## config.mk

```make
export PLATFORM = sky130hd
export DESIGN_NAME = hazard_unit
export DESIGN_NICKNAME = d
export VERILOG_FILES = /design/src/rtl/hazard_pkg.sv /design/src/rtl/hazard_unit_sat_counter.sv /design/src/rtl/hazard_unit.sv
export SDC_FILE = /design/constraint.sdc
export NUM_CORES = 1
export LEC_CHECK = 0
export BUFFER_PORTS_ARGS = -buffer_cell sky130_fd_sc_hd__buf_2
export CORE_ASPECT_RATIO = 1.5
export CORE_UTILIZATION = 25
export DETAILED_ROUTE_END_ITERATION = 16
export GPL_TIMING_DRIVEN = 0
export PLACE_DENSITY = 0.53
export SLEW_MARGIN = 0
export SYNTH_ARGS = -nofsm -noshare
export SYNTH_HDL_FRONTEND = slang
export SYNTH_SLANG_ARGS = --single-unit
```

## constraint.sdc

```tcl
create_clock -name clk -period 3.25 [get_ports clk]
set_input_delay 0.1625 -clock clk [delete_from_list [all_inputs] [get_ports clk]]
set_output_delay 0.1625 -clock clk [all_outputs]
set_load 0.03 [all_outputs]
```

## src/rtl/hazard_pkg.sv

```systemverilog
// Shared encodings for the pipeline hazard controller: forward selects,
// the load ResultSrc code and the data-memory wait FSM states.
package hazard_pkg;

  localparam logic [1:0] FWD_RF   = 2'b00;
  localparam logic [1:0] FWD_W    = 2'b01;
  localparam logic [1:0] FWD_M    = 2'b10;

  localparam logic [1:0] RES_LOAD = 2'b01;

  typedef enum logic [1:0] {
    IDLE = 2'd0,
    WAIT = 2'd1,
    ERR  = 2'd2
  } mem_state_t;

endpackage

```

## src/rtl/hazard_unit_sat_counter.sv

```systemverilog
// Event counter that sticks at all-ones instead of wrapping.
module sat_counter #(
  parameter int COUNT_W = 16
) (
  input  logic               clk,
  input  logic               rst,
  input  logic               inc,
  output logic [COUNT_W-1:0] count
);

  always_ff @(posedge clk or negedge rst) begin
    if (!rst) begin
      count <= '0;
    end else if (inc && (count != '1)) begin
      count <= count + 1'b1;
    end
  end

endmodule

```

## src/rtl/hazard_unit.sv

```systemverilog
// Hazard controller for the 5-stage RV32I pipeline: forwarding, load-use and
// interlock stalls, branch flush, data-memory wait/timeout and event counters.
module hazard_unit
  import hazard_pkg::*;
#(
  parameter int REG_ADDR_W   = 5,
  parameter bit FWD_EN       = 1'b1,
  parameter int MAX_MEM_WAIT = 15,
  parameter int COUNT_W      = 16
) (
  input  logic                  clk,
  input  logic                  rst,
  input  logic [REG_ADDR_W-1:0] Rs1D_i,
  input  logic [REG_ADDR_W-1:0] Rs2D_i,
  input  logic [REG_ADDR_W-1:0] Rs1E_i,
  input  logic [REG_ADDR_W-1:0] Rs2E_i,
  input  logic [REG_ADDR_W-1:0] RdE_i,
  input  logic [REG_ADDR_W-1:0] RdM_i,
  input  logic [REG_ADDR_W-1:0] RdW_i,
  input  logic                  RegWriteE_i,
  input  logic                  RegWriteM_i,
  input  logic                  RegWriteW_i,
  input  logic [1:0]            ResultSrcE_i,
  input  logic                  PCSrcE_i,
  input  logic                  MemReqM_i,
  input  logic                  MemAckM_i,
  output logic                  StallF_o,
  output logic                  StallD_o,
  output logic                  StallE_o,
  output logic                  StallM_o,
  output logic                  FlushD_o,
  output logic                  FlushE_o,
  output logic                  FlushW_o,
  output logic [1:0]            ForwardAE_o,
  output logic [1:0]            ForwardBE_o,
  output logic                  MemErr_o,
  output logic [COUNT_W-1:0]    StallCnt_o,
  output logic [COUNT_W-1:0]    FlushCnt_o
);

  localparam int WAIT_W = $clog2(MAX_MEM_WAIT + 1) + 1;

  function automatic logic hits(input logic we,
                                input logic [REG_ADDR_W-1:0] rd,
                                input logic [REG_ADDR_W-1:0] rs);
    return we && (rd != '0) && (rd == rs);
  endfunction

  mem_state_t        stateReg;
  logic [WAIT_W-1:0] waitCnt;
  logic              memErrReg;
  logic              memStall, holdAll, loadUse, interlock, rawStall, flushInc;

  assign memStall = MemReqM_i & ~MemAckM_i;
  assign holdAll  = memStall | (stateReg == ERR);

  generate
    if (FWD_EN) begin : gFwd
      always_comb begin
        ForwardAE_o = FWD_RF;
        ForwardBE_o = FWD_RF;
        if (hits(RegWriteM_i, RdM_i, Rs1E_i))      ForwardAE_o = FWD_M;
        else if (hits(RegWriteW_i, RdW_i, Rs1E_i)) ForwardAE_o = FWD_W;
        if (hits(RegWriteM_i, RdM_i, Rs2E_i))      ForwardBE_o = FWD_M;
        else if (hits(RegWriteW_i, RdW_i, Rs2E_i)) ForwardBE_o = FWD_W;
      end
    end else begin : gNoFwd
      assign ForwardAE_o = FWD_RF;
      assign ForwardBE_o = FWD_RF;
    end
  endgenerate

  assign loadUse = FWD_EN && (ResultSrcE_i == RES_LOAD) && (RdE_i != '0) &&
                   ((RdE_i == Rs1D_i) || (RdE_i == Rs2D_i));

  assign interlock = !FWD_EN && (
    hits(RegWriteE_i, RdE_i, Rs1D_i) || hits(RegWriteE_i, RdE_i, Rs2D_i) ||
    hits(RegWriteM_i, RdM_i, Rs1D_i) || hits(RegWriteM_i, RdM_i, Rs2D_i) ||
    hits(RegWriteW_i, RdW_i, Rs1D_i) || hits(RegWriteW_i, RdW_i, Rs2D_i));

  assign rawStall = loadUse | interlock;

  // A memory wait (or timeout) freezes everything, so a taken branch in E is
  // simply held and redirects once the wait clears.
  always_comb begin
    StallF_o = 1'b0;
    StallD_o = 1'b0;
    StallE_o = 1'b0;
    StallM_o = 1'b0;
    FlushD_o = 1'b0;
    FlushE_o = 1'b0;
    FlushW_o = 1'b0;
    if (holdAll) begin
      StallF_o = 1'b1;
      StallD_o = 1'b1;
      StallE_o = 1'b1;
      StallM_o = 1'b1;
      FlushW_o = 1'b1;
    end else begin
      StallF_o = rawStall & ~PCSrcE_i;
      StallD_o = rawStall & ~PCSrcE_i;
      FlushD_o = PCSrcE_i;
      FlushE_o = PCSrcE_i | rawStall;
    end
  end

  // Timeout fires on the edge where the count reaches MAX_MEM_WAIT; an ack in
  // that same cycle takes priority.
  always_ff @(posedge clk or negedge rst) begin
    if (!rst) begin
      stateReg  <= IDLE;
      waitCnt   <= '0;
      memErrReg <= 1'b0;
    end else begin
      case (stateReg)
        IDLE: begin
          waitCnt <= '0;
          if (memStall) stateReg <= WAIT;
        end
        WAIT: begin
          if (MemAckM_i) begin
            stateReg <= IDLE;
            waitCnt  <= '0;
          end else begin
            waitCnt <= waitCnt + 1'b1;
            if ((waitCnt + 1'b1) == WAIT_W'(MAX_MEM_WAIT)) begin
              stateReg  <= ERR;
              memErrReg <= 1'b1;
            end
          end
        end
        default: begin
          stateReg  <= ERR;
          memErrReg <= 1'b1;
        end
      endcase
    end
  end

  assign MemErr_o = memErrReg;
  assign flushInc = FlushE_o & PCSrcE_i;

  sat_counter #(.COUNT_W(COUNT_W)) uStallCnt (
    .clk   (clk),
    .rst   (rst),
    .inc   (StallF_o),
    .count (StallCnt_o)
  );

  sat_counter #(.COUNT_W(COUNT_W)) uFlushCnt (
    .clk   (clk),
    .rst   (rst),
    .inc   (flushInc),
    .count (FlushCnt_o)
  );

endmodule

```

==> results of run 1 <==
-- power by group --
part	switching (mW)	internal, mW	total [mW]	leakage (nW)
clock network	0.204	0.365	0.569	0.0804
logic	0.340	0.201	0.542	0.860
registers	0.0998	0.579	0.679	0.534
total	0.644	1.15	1.79	1.47
-- worst max-delay path, delay by kind of cell, from the launching register on --
family | cells | cell delay, ns
multiplexers | 1 | 0.37
AND/OR/NAND/NOR | 1 | 0.26
AO/OA/AOI/OAI | 2 | 0.92
flip-flops | 1 | 0.44
-- cell type report --
type | count | area [sq um] | share of cell area (%)
Tap cell | 112 | 140.1 | 4.509
Multi-Input combinational cell | 189 | 1296 | 41.71
Clock buffer | 5 | 125.1 | 4.026
Inverter | 6 | 22.52 | 0.7246
Timing Repair Buffer | 87 | 435.4 | 14.01
Clock inverter | 3 | 46.29 | 1.490
Sequential cell | 40 | 1001 | 32.21
Buffer | 6 | 41.29 | 1.329
-- flip-flops by register name, summed over array words and instances, names as in the netlist --
name             flops
MemErr_o             1
stateReg             2
uFlushCnt.count     16
uStallCnt.count     16
waitCnt              5
-- worst paths after layout --
path                            cells past startpoint         from                 end  slack, ns
worst max-delay path                                4  stateReg[0]  uFlushCnt.count[1]       1.14
worst min-delay path                                1          rst  uStallCnt.count[6]       0.02
worst max register to register                      4  stateReg[0]  uFlushCnt.count[1]       1.14
worst min register to register                      1     MemErr_o            MemErr_o       0.48
max in group asynchronous                           1          rst          waitCnt[3]       2.65
min in group clk                                    2    MemAckM_i         stateReg[0]       0.09
-- cell families (layout without fill, tap and decap cells) --
family,count (synthesis),count (layout)
XOR/XNOR,58,58
adder cells (fa/ha/maj),4,4
flip-flops,40,40
AND/OR/NAND/NOR,96,96
multiplexers,5,5
buffers and inverters,12,107
AO/OA/AOI/OAI,26,26
-- synthesized netlist by cell type (all sizes together), types with 2 or more instances --
cell,instances
and4,2
nand2,24
a21oi,4
buf,4
nor2,9
inv,6
xnor2,39
xor2,19
a31oi,2
dfrtp,40
nand2b,3
nand4,9
and2,6
nor3,5
or4,5
nor4,4
clkbuf,2
mux2,5
and3,5
o21ai,11
ha,4
nand3,20
-- per-stage QoR --
step	std cells	instance area, sq um
3_5_place_dp	440	2937
3_3_place_gp	440	2937
5_1_grt	448	3108
4_1_cts	448	3108
2_1_floorplan	241	2361
6_report	448	3108
-- routing by layer --
metal	share of wire (%)	vias up	track usage, %
met5	0	-	0
met4	1.1	0	3.348
met3	4.6	5	2.406
met2	53	60	22.08
met1	41	986	14.76
li1	-	1027	-
==> metrics, run 1 <==
Layout Utilization=33.78%; Mapped Area=2361 sq um; DR vias=2078; hold_ws=0.01953 ns; unrepaired setup endpoints after global routing=false; Final ANT Viol Nets=0; WP data arrival=2.28 ns; Hold Path Class=input pin to async pin; run status=complete, no violations; Routability Congestion=0.7905; Post-synth ARST share=100.0%; P_leak=1.474 nW; main combinational cell family by area after synthesis=XOR/XNOR gates; Seq/Total Area, Yosys=42.40%; WL/cell=12.71 um; fillers=993; post-DR vias/cell=4.638; Data required, critical path=3.42 ns; MaxCap Viol Count=0; initial antenna violation count=0; CP cell instances=a2bb2oi_1 > nand2_1 > a31oi_2 > mux2_2; wire length of the first global-routing pass=9466 um; Startpoint Class=flop; clk_lat worst skew=0.28 ns; Max IR drop VDD=405.0 uV; # port buffers=87; number of flops mapped to enable cells by yosys=0; post-CTS sizing=0; commonest non-fill, non-tap cells in the layout=buf_2, dfrtp_1, xnor2_1, nand2_1, nand3_1; number of setup violations in the final report=0; final period utilization=64.99%; Fmax=0.4735 GHz; slowest cell delay on critical path=0.55 ns; Core ar.=9200 sq um; crit path capture type=flop; share of layout cells above drive strength 1=32.14%; Synth Instances=241; Num Clock Sinks=40; Starting Density=25.66%; total chip power=1.790 mW; Die W=81.35 um; Yosys Warn Count=0; post-CTS setup buffers=0; Max Buffers Root-to-Sink=2; iteration-0 DRC count of the detailed router=111; Worst-path clk slew=0.06 ns; remaining global-route overflow=0; worst rel slew slack=38.08%; commonest non-fill, non-tap cell in the layout=buf_2; Synth top area share=42.40%; area delta synth->final=31.64%; # H-tree levels=2; worst slack, placed=1.145 ns; I/O pins=89; slew of the pin with the lowest slew margin=0.9288 ns; crit path max-delay cell type=a2bb2oi_1; Setup TNS Final=0 ns; Rows=43; Post-DP HPWL=4452 um; Main synth FF type=dfrtp_1; final hold violation count=0; crit path kind=flop to flop; Pwr Density=575.9 nW/um^2; XOR/XNOR Fraction of Synth Area=21.52%; CTS tree=done; Post-CTS Hold Fix Bufs=0; PnR worst setup slack=1.138 ns; Yosys top cell by area=dfrtp_1; synthesis-stage register bit count=40; minimum clock period=2.112 ns; CTS buffer count=5; syn_nets=290; multiplexer share of the synthesized area=2.544%; count of cell types in the netlist=40; Total Nets Final=384; antenna cell count=0; syn avg cell area=9.797 sq um; die area=9844 sq um; chip height=121.0 um; simple-gate share of the synthesized area=21.46%; Total Routed Length=5696 um; vias in the first global route=2018; Slew Limit Fails=0; Worst Path Max Fanout=7; Area contributors post-synth=dfrtp_1, xnor2_1, xor2_1; # DRC=0; GRT Util Overall=12.42%; Synth Area in Compound Gates=7.260%; DRT Pass-1 Iters=4; largest net degree at the start of global routing=41; Post-Synth Adder-Cell Area=2.120%; Clock Skew=0.008136 ns; CTS root buf=clkbuf_16
(Power assumes the default switching activity.)
==> inputs of run 2 (changes only) <==
- ABC_AREA: not set -> 1
- PLACE_DENSITY: 0.53 -> 0.52
- clock period: 3.25 -> 2.05 ns (I/O delays scaled with it)
==> metrics, run 2 <==
Max Buffers Root-to-Sink=2; area delta synth->final=27.76%; Core ar.=10590 sq um; number of setup violations in the final report=0; post-route cell area=3483 sq um; post-CTS sizing=0; count of cell types in the netlist=35; Post-CTS Hold Fix Bufs=0; reg2reg setup slack=0.41 ns; Worst R2R Path Depth=10; number of flops mapped to enable cells by yosys=0; worst slack, placed=0.3752 ns; post-CTS setup buffers=0; Worst path top cell family by delay=buffers and inverters; fillers=1145; PnR worst setup slack=0.2549 ns; FF-to-FF Start=uFlushCnt.count[0]; WL/cell=11.32 um; Total Nets Final=489; Sw Pwr=0.7663 mW; CP startpoint=stateReg[1]; Cell Int Power=1.522 mW; syn avg cell area=7.880 sq um; Yosys Warn Count=0; vias in the first global route=2452; largest net degree at the start of global routing=41; Synth Instances=346; Worst-path clk slew=0.06 ns; Max IR drop VDD=327.4 uV; Rows=46; Layout Utilization=32.89%; GRT Util Overall=12.00%; final hold violation count=40; Num Clock Sinks=40; Die W=87.27 um; wire length of the first global-routing pass=10870 um; Mapped Area=2726 sq um; I/O pins=89; Main synth FF type=dfrtp_1; slowest cell delay on critical path=0.45 ns; Worst Path Max Fanout=11; Seq/Total Area, Yosys=36.71%; CTS tree=done; slew of the pin with the lowest slew margin=0.9224 ns; DRT Pass-1 Iters=6; R2R Path End=uFlushCnt.count[8]; crit path capture type=output port; MaxCap Viol Count=0; total chip power=2.289 mW; Slew Limit Fails=0; biggest regs=uFlushCnt.count x16, uStallCnt.count x16, waitCnt x5; Yosys top cell by area=dfrtp_1; post-DR vias/cell=4.335; final period utilization=87.56%; CTS buffer count=5; Gate power share=25.1%; chip height=129.9 um; hold_ws=-0.04624 ns; failing checks=negative hold slack; share of layout cells above drive strength 1=30.61%; Buf/Inv on CP=5; clk_lat worst skew=0.28 ns; switch share=33.48%; Area after DPL=3342 sq um; register share of total power=41.5%; synth cell count leaders=nand2_1, dfrtp_1, inv_1, nor2_1, nand3_1; Setup TNS Final=0 ns; iteration-0 DRC count of the detailed router=104; Startpoint Class=flop; syn_nets=395; Synth top area share=36.71%; CP cell instances=inv_2 > o21ai_4 > inv_4 > nand2_4 > buf_6 > buf_4 > buf_2; Clk network pwr share=33.4%; Post-synth ARST share=100.0%; Data required, critical path=1.95 ns; Worst path depth=7; remaining global-route overflow=0; WP data arrival=1.69 ns; Clock Skew=0.006502 ns; synthesis-stage register bit count=40; minimum clock period=1.795 ns; Hold Path Class=input pin to async pin; Pwr Density=657.1 nW/um^2; run status=complete, but fails checks; crit path kind=flop to output port; # H-tree levels=2; Routability Congestion=0.8205; most numerous cell in the Yosys netlist=nand2_1; Final Non-Filler Cells=585; P_leak=1.854 nW; unrepaired setup endpoints after global routing=false; Fmax=0.5571 GHz; CTS root buf=clkbuf_16; commonest non-fill, non-tap cell in the layout=nand2_1; Final ANT Viol Nets=0; commonest non-fill, non-tap cells in the layout=nand2_1, buf_2, dfrtp_1, inv_1, nor2_1; Total Routed Length=6625 um; Critical Path Sink=StallF_o; crit path max-delay cell type=dfrtp_1; antenna cell count=0; Area contributors post-synth=dfrtp_1, nand2_1, xor2_1; dpl cells=577; DR vias=2536; initial antenna violation count=0; worst rel slew slack=38.51%; # DRC=0; # port buffers=87; Post-DP HPWL=5301 um; die area=11340 sq um; Starting Density=25.74%
run 2: cell types whose count changed after synthesis, moves of 6 or more:
| cell | previous run | this run |
|---|---|---|
| nand2_1 | 24 | 100 |
| xor2_1 | 19 | 25 |
| xnor2_1 | 39 | 19 |
| nor2_1 | 9 | 28 |
| and2_1 | 6 | 0 |
| inv_1 | 6 | 32 |
| nand3_1 | 20 | 27 |
run 2: cells by family (layout without fill, tap and decap cells):
family,count (synthesis),after routing,share of synthesized area (%)
and+or+nand+nor,198,198,35.34
xor gates and xnor gates,46,46,15.33
buffers and inverters,46,141,7.893
DFF,40,40,36.71
AOI/OAI and AO/OA,12,12,2.891
adders and majority gates,4,4,1.836
run 2: power by group through the flow:
| stage | Sequential (mW) | Clock [mW] | Combinational, mW |
|---|---|---|---|
| 5_1_grt | 0.960 | 0.821 | 0.642 |
| 2_1_floorplan | 1.07 | 0 | 0.264 |
| 3_5_place_dp | 0.964 | 0 | 0.581 |
| 4_1_cts | 0.949 | 0.798 | 0.585 |
| 6_report | 0.949 | 0.766 | 0.574 |
| 3_3_place_gp | 0.962 | 0 | 0.568 |
run 2: layer usage:
metal	GRT usage [%]	vias up	share of wire [%]
li1	-	1275	-
met1	13.56	1191	42
met2	21.97	60	51
met3	2.467	10	4.3
met4	4.339	0	2.4
met5	0	-	0
run 2: how the worst min path moves through the flow:
stage / from / endpoint / slack, ns / cells after the start
finish: rst / uStallCnt.count[9] / -0.05 / 1
global route: rst / uStallCnt.count[10] / 0.04 / 1
CTS: rst / uStallCnt.count[10] / 0.002 / 1
detailed placement: rst / uStallCnt.count[10] / 0.31 / 1
global placement: rst / uStallCnt.count[10] / 0.30 / 1
floorplan: rst / MemErr_o / -0.19 / 0
run 2: worst reg2reg max path, delay by kind of cell (launching register included):
| kind | cells | cell delay, ns |
|---|---|---|
| DFF | 1 | 0.40 |
| and+or+nand+nor | 8 | 0.88 |
| adders and majority gates | 1 | 0.19 |
| buffers and inverters | 1 | 0.06 |
run 2: layout make-up:
type                    instances  area, sq um  share of cell area (%)
plain buffers                   6        56.30                   1.616
inverters                      40        158.9                   4.562
flip-flops and latches         40         1001                   28.74
repair buffers                 87        435.4                   12.50
clock inverters                 1        8.758                  0.2514
clock buffers                   7        132.6                   3.807
well taps                     144        180.2                   5.172
multi-input cells             260         1510                   43.35
